**config.mk**
```make
export PLATFORM = sky130hd
export DESIGN_NAME = phy_rx_deserializer
export DESIGN_NICKNAME = d
export VERILOG_FILES = /design/src/rtl/phy_pkg.sv /design/src/rtl/phy_rx_aligner.sv /design/src/rtl/phy_rx_deserializer.sv
export SDC_FILE = /design/constraint.sdc
export NUM_CORES = 1
export LEC_CHECK = 0
export BUFFER_PORTS_ARGS = -buffer_cell sky130_fd_sc_hd__buf_2
export CAP_MARGIN = 10
export CORE_MARGIN = 2
export CORE_UTILIZATION = 61
export CTS_CLUSTER_DIAMETER = 40
export DETAILED_ROUTE_END_ITERATION = 7
export GPL_ROUTABILITY_DRIVEN = 0
export PLACE_DENSITY = 0.83
export SYNTH_ARGS = -nofsm -noshare
export SYNTH_HDL_FRONTEND = slang
export SYNTH_SLANG_ARGS = --single-unit
```
**constraint.sdc**
```tcl
create_clock -name clk_8f -period 4.8 [get_ports clk_8f]
set_input_delay 0.48 -clock clk_8f [delete_from_list [all_inputs] [get_ports clk_8f]]
set_output_delay 0.48 -clock clk_8f [all_outputs]
set_load 0.01 [all_outputs]
```
**src/rtl/phy_pkg.sv**
```systemverilog
// rtl/phy_pkg.sv - shared PHY link constants, state encoding and byte decode helper
//
// Purpose: definitions common to the serializer and the deserializer sides
//          of the two-lane PHY link.
// Ports:   none (package).
package phy_pkg;

   localparam int unsigned BYTE_W = 8;

   // Default line characters
   localparam logic [BYTE_W-1:0] COMMA_DEF = 8'hBC;  // alignment / inactive
   localparam logic [BYTE_W-1:0] IDLE_DEF  = 8'h7C;  // active, no data

   typedef enum logic [1:0] {
      SEARCH  = 2'd0,
      LOCKING = 2'd1,
      ACTIVE  = 2'd2
   } phy_state_t;

   // A byte carries payload only if it is neither a comma nor an idle
   function automatic logic is_data(input logic [BYTE_W-1:0] b,
                                    input logic [BYTE_W-1:0] comma,
                                    input logic [BYTE_W-1:0] idle);
      return (b != comma) && (b != idle);
   endfunction

endpackage

```
**src/rtl/phy_rx_aligner.sv**
```systemverilog
// rtl/phy_rx_aligner.sv - serial shift register, comma hunt and byte lock FSM
//
// Purpose: shifts in the serial stream, hunts bit-by-bit for the comma,
//          confirms alignment over COMMA_COUNT byte-aligned commas and then
//          stays locked until reset.
// Ports:
//   clk_8f      in   bit clock
//   rst_n       in   asynchronous active-low reset
//   i_data      in   serial data, MSB first
//   o_rx_byte   out  last eight received bits including the current one
//   o_boundary  out  current edge completes a byte (bit counter at 7)
//   o_active    out  link locked (state ACTIVE)
module phy_rx_aligner
   import phy_pkg::*;
#(
   parameter logic [BYTE_W-1:0] COMMA       = COMMA_DEF,
   parameter int unsigned       COMMA_COUNT = 4
) (
   input  logic              clk_8f,
   input  logic              rst_n,
   input  logic              i_data,
   output logic [BYTE_W-1:0] o_rx_byte,
   output logic              o_boundary,
   output logic              o_active
);

   logic [BYTE_W-1:0] r_shift;
   logic [2:0]        r_bit_cnt;
   logic [7:0]        r_comma_cnt;
   phy_state_t        r_state;

   logic [BYTE_W-1:0] w_byte_nx;
   logic [7:0]        w_cnt_inc;
   logic              w_boundary;
   logic              w_is_comma;

   assign w_byte_nx  = {r_shift[BYTE_W-2:0], i_data};
   assign w_cnt_inc  = r_comma_cnt + 8'd1;
   assign w_boundary = (r_bit_cnt == 3'd7);
   assign w_is_comma = (w_byte_nx == COMMA);

   always_ff @(posedge clk_8f or negedge rst_n) begin
      if (!rst_n) begin
         r_shift     <= '0;
         r_bit_cnt   <= '0;
         r_comma_cnt <= '0;
         r_state     <= SEARCH;
      end else begin
         r_shift   <= w_byte_nx;
         r_bit_cnt <= r_bit_cnt + 3'd1;
         case (r_state)
            SEARCH: begin
               // Sliding match: the edge that completes a comma becomes bit 7,
               // so the next edge starts a fresh byte at count 0.
               if (w_is_comma) begin
                  r_bit_cnt   <= 3'd0;
                  r_comma_cnt <= 8'd1;
                  r_state     <= LOCKING;
               end
            end
            LOCKING: begin
               if (w_boundary) begin
                  if (w_is_comma) begin
                     r_comma_cnt <= w_cnt_inc;
                     if (w_cnt_inc == 8'(COMMA_COUNT)) begin
                        r_state <= ACTIVE;
                     end
                  end else begin
                     r_comma_cnt <= 8'd0;
                     r_state     <= SEARCH;
                  end
               end
            end
            ACTIVE: begin
               // Locked until reset; commas here are ordinary line bytes
            end
            default: r_state <= SEARCH;
         endcase
      end
   end

   assign o_rx_byte  = w_byte_nx;
   assign o_boundary = w_boundary;
   assign o_active   = (r_state == ACTIVE);

endmodule

```
**src/rtl/phy_rx_deserializer.sv**
```systemverilog
// rtl/phy_rx_deserializer.sv - two-lane PHY receive deserializer top
//
// Purpose: aligns the serial link through phy_rx_aligner, then splits the
//          interleaved byte stream into lane 0 / lane 1 bytes with valid flags,
//          presenting one registered pair every 16 bit clocks.
// Optional: PHY_RX_LANE_STATS_EN adds saturating per-lane valid byte counters.
// Ports:
//   clk_8f       in   bit clock
//   reset        in   asynchronous active-low reset
//   data_in      in   serial data, MSB first
//   data_out_0   out  lane 0 byte
//   valid_out_0  out  lane 0 byte is payload
//   data_out_1   out  lane 1 byte
//   valid_out_1  out  lane 1 byte is payload
//   pair_strobe  out  one-cycle pulse per new pair
//   active       out  link aligned
//   valid_cnt_0  out  lane 0 valid byte count (PHY_RX_LANE_STATS_EN only)
//   valid_cnt_1  out  lane 1 valid byte count (PHY_RX_LANE_STATS_EN only)
module phy_rx_deserializer
   import phy_pkg::*;
#(
   parameter logic [BYTE_W-1:0] COMMA       = COMMA_DEF,
   parameter logic [BYTE_W-1:0] IDLE        = IDLE_DEF,
   parameter int unsigned       COMMA_COUNT = 4
) (
   input  logic              clk_8f,
   input  logic              reset,
   input  logic              data_in,
   output logic [BYTE_W-1:0] data_out_0,
   output logic              valid_out_0,
   output logic [BYTE_W-1:0] data_out_1,
   output logic              valid_out_1,
   output logic              pair_strobe,
`ifdef PHY_RX_LANE_STATS_EN
   output logic [7:0]        valid_cnt_0,
   output logic [7:0]        valid_cnt_1,
`endif
   output logic              active
);

   logic [BYTE_W-1:0] w_rx_byte;
   logic              w_boundary;
   logic              w_active;
   logic              w_pair;
   logic              w_v0;
   logic              w_v1;

   logic              r_slot;
   logic [BYTE_W-1:0] r_stage;
   logic [BYTE_W-1:0] r_data_0;
   logic [BYTE_W-1:0] r_data_1;
   logic              r_valid_0;
   logic              r_valid_1;
   logic              r_strobe;

   phy_rx_aligner #(
      .COMMA       (COMMA),
      .COMMA_COUNT (COMMA_COUNT)
   ) u_aligner (
      .clk_8f     (clk_8f),
      .rst_n      (reset),
      .i_data     (data_in),
      .o_rx_byte  (w_rx_byte),
      .o_boundary (w_boundary),
      .o_active   (w_active)
   );

   // The boundary that moves the aligner into ACTIVE sees w_active still low,
   // so slot 0 is always the first byte after the final lock comma.
   assign w_pair = w_active && w_boundary && r_slot;
   assign w_v0   = is_data(r_stage, COMMA, IDLE);
   assign w_v1   = is_data(w_rx_byte, COMMA, IDLE);

   always_ff @(posedge clk_8f or negedge reset) begin
      if (!reset) begin
         r_slot    <= 1'b0;
         r_stage   <= '0;
         r_data_0  <= '0;
         r_data_1  <= '0;
         r_valid_0 <= 1'b0;
         r_valid_1 <= 1'b0;
         r_strobe  <= 1'b0;
      end else begin
         r_strobe <= 1'b0;
         if (w_active && w_boundary) begin
            if (!r_slot) begin
               r_stage <= w_rx_byte;
               r_slot  <= 1'b1;
            end else begin
               r_data_0  <= r_stage;
               r_data_1  <= w_rx_byte;
               r_valid_0 <= w_v0;
               r_valid_1 <= w_v1;
               r_strobe  <= 1'b1;
               r_slot    <= 1'b0;
            end
         end
      end
   end

`ifdef PHY_RX_LANE_STATS_EN
   logic [7:0] r_cnt_0;
   logic [7:0] r_cnt_1;

   always_ff @(posedge clk_8f or negedge reset) begin
      if (!reset) begin
         r_cnt_0 <= '0;
         r_cnt_1 <= '0;
      end else if (w_pair) begin
         if (w_v0 && (r_cnt_0 != 8'hFF)) r_cnt_0 <= r_cnt_0 + 8'd1;
         if (w_v1 && (r_cnt_1 != 8'hFF)) r_cnt_1 <= r_cnt_1 + 8'd1;
      end
   end

   assign valid_cnt_0 = r_cnt_0;
   assign valid_cnt_1 = r_cnt_1;
`endif

   assign data_out_0  = r_data_0;
   assign data_out_1  = r_data_1;
   assign valid_out_0 = r_valid_0;
   assign valid_out_1 = r_valid_1;
   assign pair_strobe = r_strobe;
   assign active      = w_active;

endmodule

```
* Word level (Yosys, flattened, before mapping)
Index checks and enable logic that the tools add are counted.
W data, S select, Z words.
** Word-level totals
- Register bits :: 48
- Input bits :: 3
- Output and inout bits :: 20
- Word-level logic and storage cells :: 50
** Cells by class
- $add $sub $neg :: 2
- Eq/ne operators :: 12
- Mux-type cells :: 14
- Bitwise gates (word level) :: 2
- Reductions and logical operators :: 9
** Operators by type and width (count)
- $mux W8 :: 3
- $ne A8 B7 Y1 const B :: 2
- $ne A8 B8 Y1 const B :: 2
- $pmux W8 S2 :: 1
- $add A8 B1 Y8 const B :: 1
- $eq A8 B3 Y1 const B :: 1
- $eq A8 B8 Y1 const B :: 1
- $mux W2 :: 4
- $mux W3 :: 2
- $pmux W2 S3 :: 1
- $reduce_and A2 Y1 :: 2
- $reduce_and A4 Y1 :: 1
- $add A3 B1 Y3 const B :: 1
- $eq A3 B3 Y1 const B :: 1
- $logic_and A1 B1 Y1 :: 3
- $mux W1 :: 3
- $ne A3 B3 Y1 const B :: 1
- $reduce_and A3 Y1 :: 1
- $eq A2 B1 Y1 const B :: 1
- $eq A2 B2 Y1 const B :: 1
- $logic_not A2 Y1 :: 1
- $ne A2 B1 Y1 const B :: 1
- $ne A2 B2 Y1 const B :: 1
- $not A1 Y1 :: 2
- $reduce_bool A2 Y1 :: 1

* Logic depth before layout (Yosys ltp)
- Depth after elaboration :: 6
- Depth in mapped cells :: 7
- Depth with buffers taken out :: 6

* Cells and area by module
Synthesis repeated with hierarchy kept, for this count alone.
** Second synthesis, totals
- Cell total of the unflattened synthesis :: 159
- Area total of the unflattened synthesis :: 2093.3 um2
** Modules (own cells, without submodules)
- phy_rx_deserializer :: instances 1, cells an instance 71, area each 1118.6 um2, sequential area each 700.7 um2
- phy_rx_aligner :: instances 1, cells an instance 88, area each 974.7 um2, sequential area each 500.5 um2

* Worst setup path after synthesis
Ideal clock, no wire load.
- Path type :: input to register
- From :: in data_in
- To :: reg u_aligner.r_comma_cnt[5]
- Setup time :: 0.126 ns
- Data arrival time :: 1.746 ns
- Data required time :: 4.674 ns
- Setup slack :: 2.928 ns
- Stages :: 4
- Path buffers :: 0
- Cell sequence :: or2_4 -> or3_4 -> o31a_4 -> a221o_1
** Between the ends
- Longest elaborated chain between the ends :: 4
- Elaborated cells between the ends (all ways) :: 6
- Those cells by class :: eq/ne: 2; mux: 3; reduce/logical: 1
** Ends and longest elaborated chain
- start: declaration :: line phy_rx_deserializer.sv:28 : input logic data_in,
- $eq A8 B8 Y1 (*) :: line phy_rx_aligner.sv:40 : assign w_is_comma = (w_byte_nx == COMMA);
- $mux W8 :: line phy_rx_aligner.sv:63 : if (w_is_comma) begin
- $mux W8 :: line phy_rx_aligner.sv:62 : if (w_boundary) begin
- $pmux W8 S2 :: line phy_rx_aligner.sv:51 : case (r_state)
- end signal: assignment :: line phy_rx_aligner.sv:64 : r_comma_cnt <= w_cnt_inc;
- end: declaration :: line phy_rx_aligner.sv:29 : logic [7:0] r_comma_cnt;
Every way passes the cells marked *; elsewhere a longest branch is shown, timed or not. The select of a mux whose other input is x is not followed.
A chain may end at the register's enable or synchronous reset.

* Worst setup path after layout
- From :: reg u_aligner.r_bit_cnt[0]
- To :: reg u_aligner.r_comma_cnt[6]
** Between the ends
- Longest elaborated chain between the ends :: 3
** Ends and longest elaborated chain
- start: declaration :: line phy_rx_aligner.sv:28 : logic [2:0] r_bit_cnt;
- start signal: assignment :: line phy_rx_aligner.sv:50 : r_bit_cnt <= r_bit_cnt + 3'd1;
- $eq A3 B3 Y1 :: line phy_rx_aligner.sv:39 : assign w_boundary = (r_bit_cnt == 3'd7);
- $ne A2 B2 Y1 (no line)
- $reduce_and A3 Y1 (no line)
No other way between the ends.

==> flow_metrics.env <==
export IMPL_syn_area_per_cell_um2=13.7
export IMPL_fmax_ghz=0.460
export IMPL_drtAntennaViolNets=0
export IMPL_status="completed"
export IMPL_timing_hold_ws_ps=261
export IMPL_cp_end_kind="flop"
export IMPL_cts_buffers=5
export IMPL_rsz0062_at_grt="no"
export IMPL_clock_skew_ps=10.3
export IMPL_cts_hold_buf=0
export IMPL_seq_power_share=0.609
export IMPL_synth_area_mux_share=0.135
export IMPL_hold_violations=0
export IMPL_tritoncts="yes"
export IMPL_yosys_area_share_simple=0.119
export IMPL_syn_inst=146
export IMPL_fillers=222
export IMPL_grt_max_degree=49
export IMPL_synth_xor_area_frac=0.0262
export IMPL_period_needed_ps=2170
export IMPL_crit_path_max_fanout=11
export IMPL_overflow=0
export IMPL_grtUsageTotal=0.226
export IMPL_core_area_mm2=0.00308
export IMPL_nets=178
export IMPL_area_growth_pct=11.8
export IMPL_start_kind="flop"
export IMPL_cts_resized=0
export IMPL_maxCapViolCount=0
export IMPL_wl_mm=3.57
export IMPL_vdd_ir_drop_worst_mv=0.230
export IMPL_vias=1246
export IMPL_hpwl_mm=2.51
export IMPL_slew_headroom=0.328
export IMPL_fin_crit_sh=0.453
export IMPL_multi_input_comb_area_um2=790
export IMPL_syn_num_nets=153
export IMPL_synth_area_mm2=0.00200
export IMPL_die_w_um=61.3
export IMPL_slew_viol_final=0
export IMPL_drive_above_1_share=0.395
export IMPL_synth_top_family_by_area="multiplexers"
export IMPL_layout_area_seq_mm2=0.00120
export IMPL_row_count=20
export IMPL_cts_setup_buffers=0
export IMPL_die_area_mm2=0.00376
export IMPL_firstDrtPassIters=4
export IMPL_pwr_share_clk=0.330
export IMPL_max_stage_delay_ps=740
export IMPL_cts_buffer_depth=2
export IMPL_clk_pin_slew_ps=140
export IMPL_start_util=0.651
export IMPL_cts_root_buffer="clkbuf_4"
export IMPL_wire_per_inst_um=16.5
export IMPL_insertion_delay_ps=370
export IMPL_path_cells="ha_1 > ha_1 > nand3b_1 > nor4_2 > o21ai_0 > a21bo_2"
export IMPL_internal_power_uw=553
export IMPL_drc=0
export IMPL_synthAdderAreaFrac=0.0250
export IMPL_drtIter0Drc=44
export IMPL_setup_viol=0
export IMPL_die_h_um=61.3
export IMPL_slowest_stage="nor4_2"
export IMPL_p_sw_frac=0.239
export IMPL_ys_ff_latch=48
export IMPL_combinationalPowerShare=0.061
export IMPL_cts_sinks=48
export IMPL_synth_seq_area_share=0.600
export IMPL_grt_pass1_wl_mm=5.99
export IMPL_synth_cell_types=38
export IMPL_worst_pin_slew_ps=1010
export IMPL_critPathKind="flop to flop"
export IMPL_tns_ps=0
export IMPL_port_buffer_count=22
export IMPL_power_density_mw_per_mm2=325
export IMPL_leakagePower_uw=0.00114
export IMPL_cp_common_cell="ha_1"
export IMPL_h_tree_depth=2
export IMPL_antennaDiodeCount=0
export IMPL_grt_antenna_before_repair=0
export IMPL_cp_arrival_ps=2490
export IMPL_yosysWarnings=0
export IMPL_synth_compound_area_share=0.0856
export IMPL_via_per_inst=5.77
export IMPL_grt_pass1_vias=1236
export IMPL_power_switching_uw=174
export IMPL_pin_count=23
export IMPL_critPathRequiredTime_ps=5120
export IMPL_hold_path_class="input port to asynchronous set/reset pin"
[state kept, by name, summed over array words and instances (netlist names)]
signal	cells
r_stage	8
data_out_1	8
pair_strobe	1
u_aligner.r_comma_cnt	8
data_out_0	8
valid_out_0	1
u_aligner.r_bit_cnt	3
r_slot	1
u_aligner.r_state	2
valid_out_1	1
u_aligner.r_shift	7
[worst paths after layout]
check | startpoint | to | slack [ps] | depth (start not counted)
worst max register to register | u_aligner.r_bit_cnt[0] | u_aligner.r_comma_cnt[6] | 2630 | 6
worst min register to register | u_aligner.r_shift[2] | u_aligner.r_shift[3] | 430 | 0
worst max-delay path | u_aligner.r_bit_cnt[0] | u_aligner.r_comma_cnt[6] | 2630 | 6
worst min-delay path | reset | u_aligner.r_comma_cnt[5] | 260 | 1
max in group asynchronous | reset | u_aligner.r_shift[2] | 3910 | 1
min in group clk_8f | data_in | u_aligner.r_shift[0] | 270 | 1
[worst max-delay path: cells and delay by family, from the launching register on]
family / cells / cell delay [ps]
AND/OR/NAND/NOR: 2 / 920
flip-flops: 1 / 380
AO/OA/AOI/OAI: 2 / 420
adder cells (fa/ha/maj): 2 / 400
[layout by cell type (no fill, tap or decap), types with 2 or more instances in the layout]
cell type	Yosys	final
a221o_2	2	2
nand3_1	3	3
nor3_1	2	2
nand4_1	4	4
mux2_2	24	24
buf_2	0	22
nor2_1	4	4
o21ai_0	4	4
xnor2_1	6	6
nand2b_1	2	2
nand3b_1	2	2
clkbuf_4	0	5
and2_1	2	2
nand2_1	5	5
a22o_2	2	2
dfrtp_1	48	48
nor4_1	3	2
ha_1	4	4
and3_1	3	3
nor2b_1	3	3
[stage by stage]
step	setup slack (ps)	power, uW	util	cells	cell area [um2]
floorplan	2930	476	-	146	2000
global placement	2480	491	0.700	208	2150
detailed placement	2170	496	0.700	208	2150
CTS	2160	732	0.726	216	2230
global route	2430	761	0.728	216	2240
finish	2630	727	0.728	216	2240
[cell usage after synthesis]
cell type,instances,area [um2]
nand2b_1,2,12.5
ha_1,4,50.1
xnor2_1,6,52.6
or2_4,1,8.76
dfrtp_1,48,1200
nor2_1,4,15.0
and3_1,3,18.8
and3b_1,1,8.76
or2b_1,1,7.51
o31a_4,1,17.5
a41oi_1,1,8.76
a211o_1,1,8.76
a2111oi_1,1,10.0
a22o_2,2,20.0
a21bo_2,1,10.0
a21o_2,1,8.76
o21ai_0,4,20.0
nand4_1,4,25.0
o21a_1,1,7.51
nand3_1,3,15.0
a31o_2,1,8.76
nand2_1,5,18.8
or3_2,1,7.51
and4_1,1,8.76
clkbuf_1,4,15.0
nor2_2,1,6.26
nor2b_1,3,18.8
and2_1,2,12.5
nand3b_1,2,15.0
a2bb2oi_1,1,8.76
a221o_2,2,22.5
inv_1,1,3.75
a211o_2,1,10.0
mux2_2,24,270
a221o_1,1,10.0
nor4_1,3,18.8
nor3_1,2,10.0
or3_4,1,11.3
[cell type report]
type	instances	share of cell area
flip-flops and latches	48	0.536
multi-input cells	93	0.353
repair buffers	22	0.0492
well taps	44	0.0246
clock inverters	3	0.0190
clock buffers	5	0.0168
inverters	1	0.00168
[power groups by stage]
stage | Clock (uW) | Combinational (uW) | Sequential, uW
3_5_place_dp | 0 | 45.0 | 451
6_report | 240 | 44.3 | 443
4_1_cts | 243 | 45.6 | 443
2_1_floorplan | 0 | 35.7 | 440
5_1_grt | 261 | 52.6 | 447
3_3_place_gp | 0 | 42.4 | 449
[routing by layer]
| metal | track usage | up-vias | share of wire |
|---|---|---|---|
| met5 | 0 | - | 0 |
| met4 | 0.0839 | 0 | 0.015 |
| met3 | 0.0651 | 6 | 0.033 |
| met2 | 0.372 | 19 | 0.52 |
| met1 | 0.286 | 637 | 0.43 |
| li1 | - | 584 | - |
[kinds of logic (layout without fill, tap and decap cells)]
| family | Yosys count | after routing |
|---|---|---|
| flops | 48 | 48 |
| simple gates | 40 | 40 |
| mux | 24 | 24 |
| compound gates | 19 | 19 |
| xor+xnor | 6 | 6 |
| buf+inv | 5 | 31 |
| fa+ha+maj | 4 | 4 |
No activity file was read; power rests on OpenSTA's default activity.
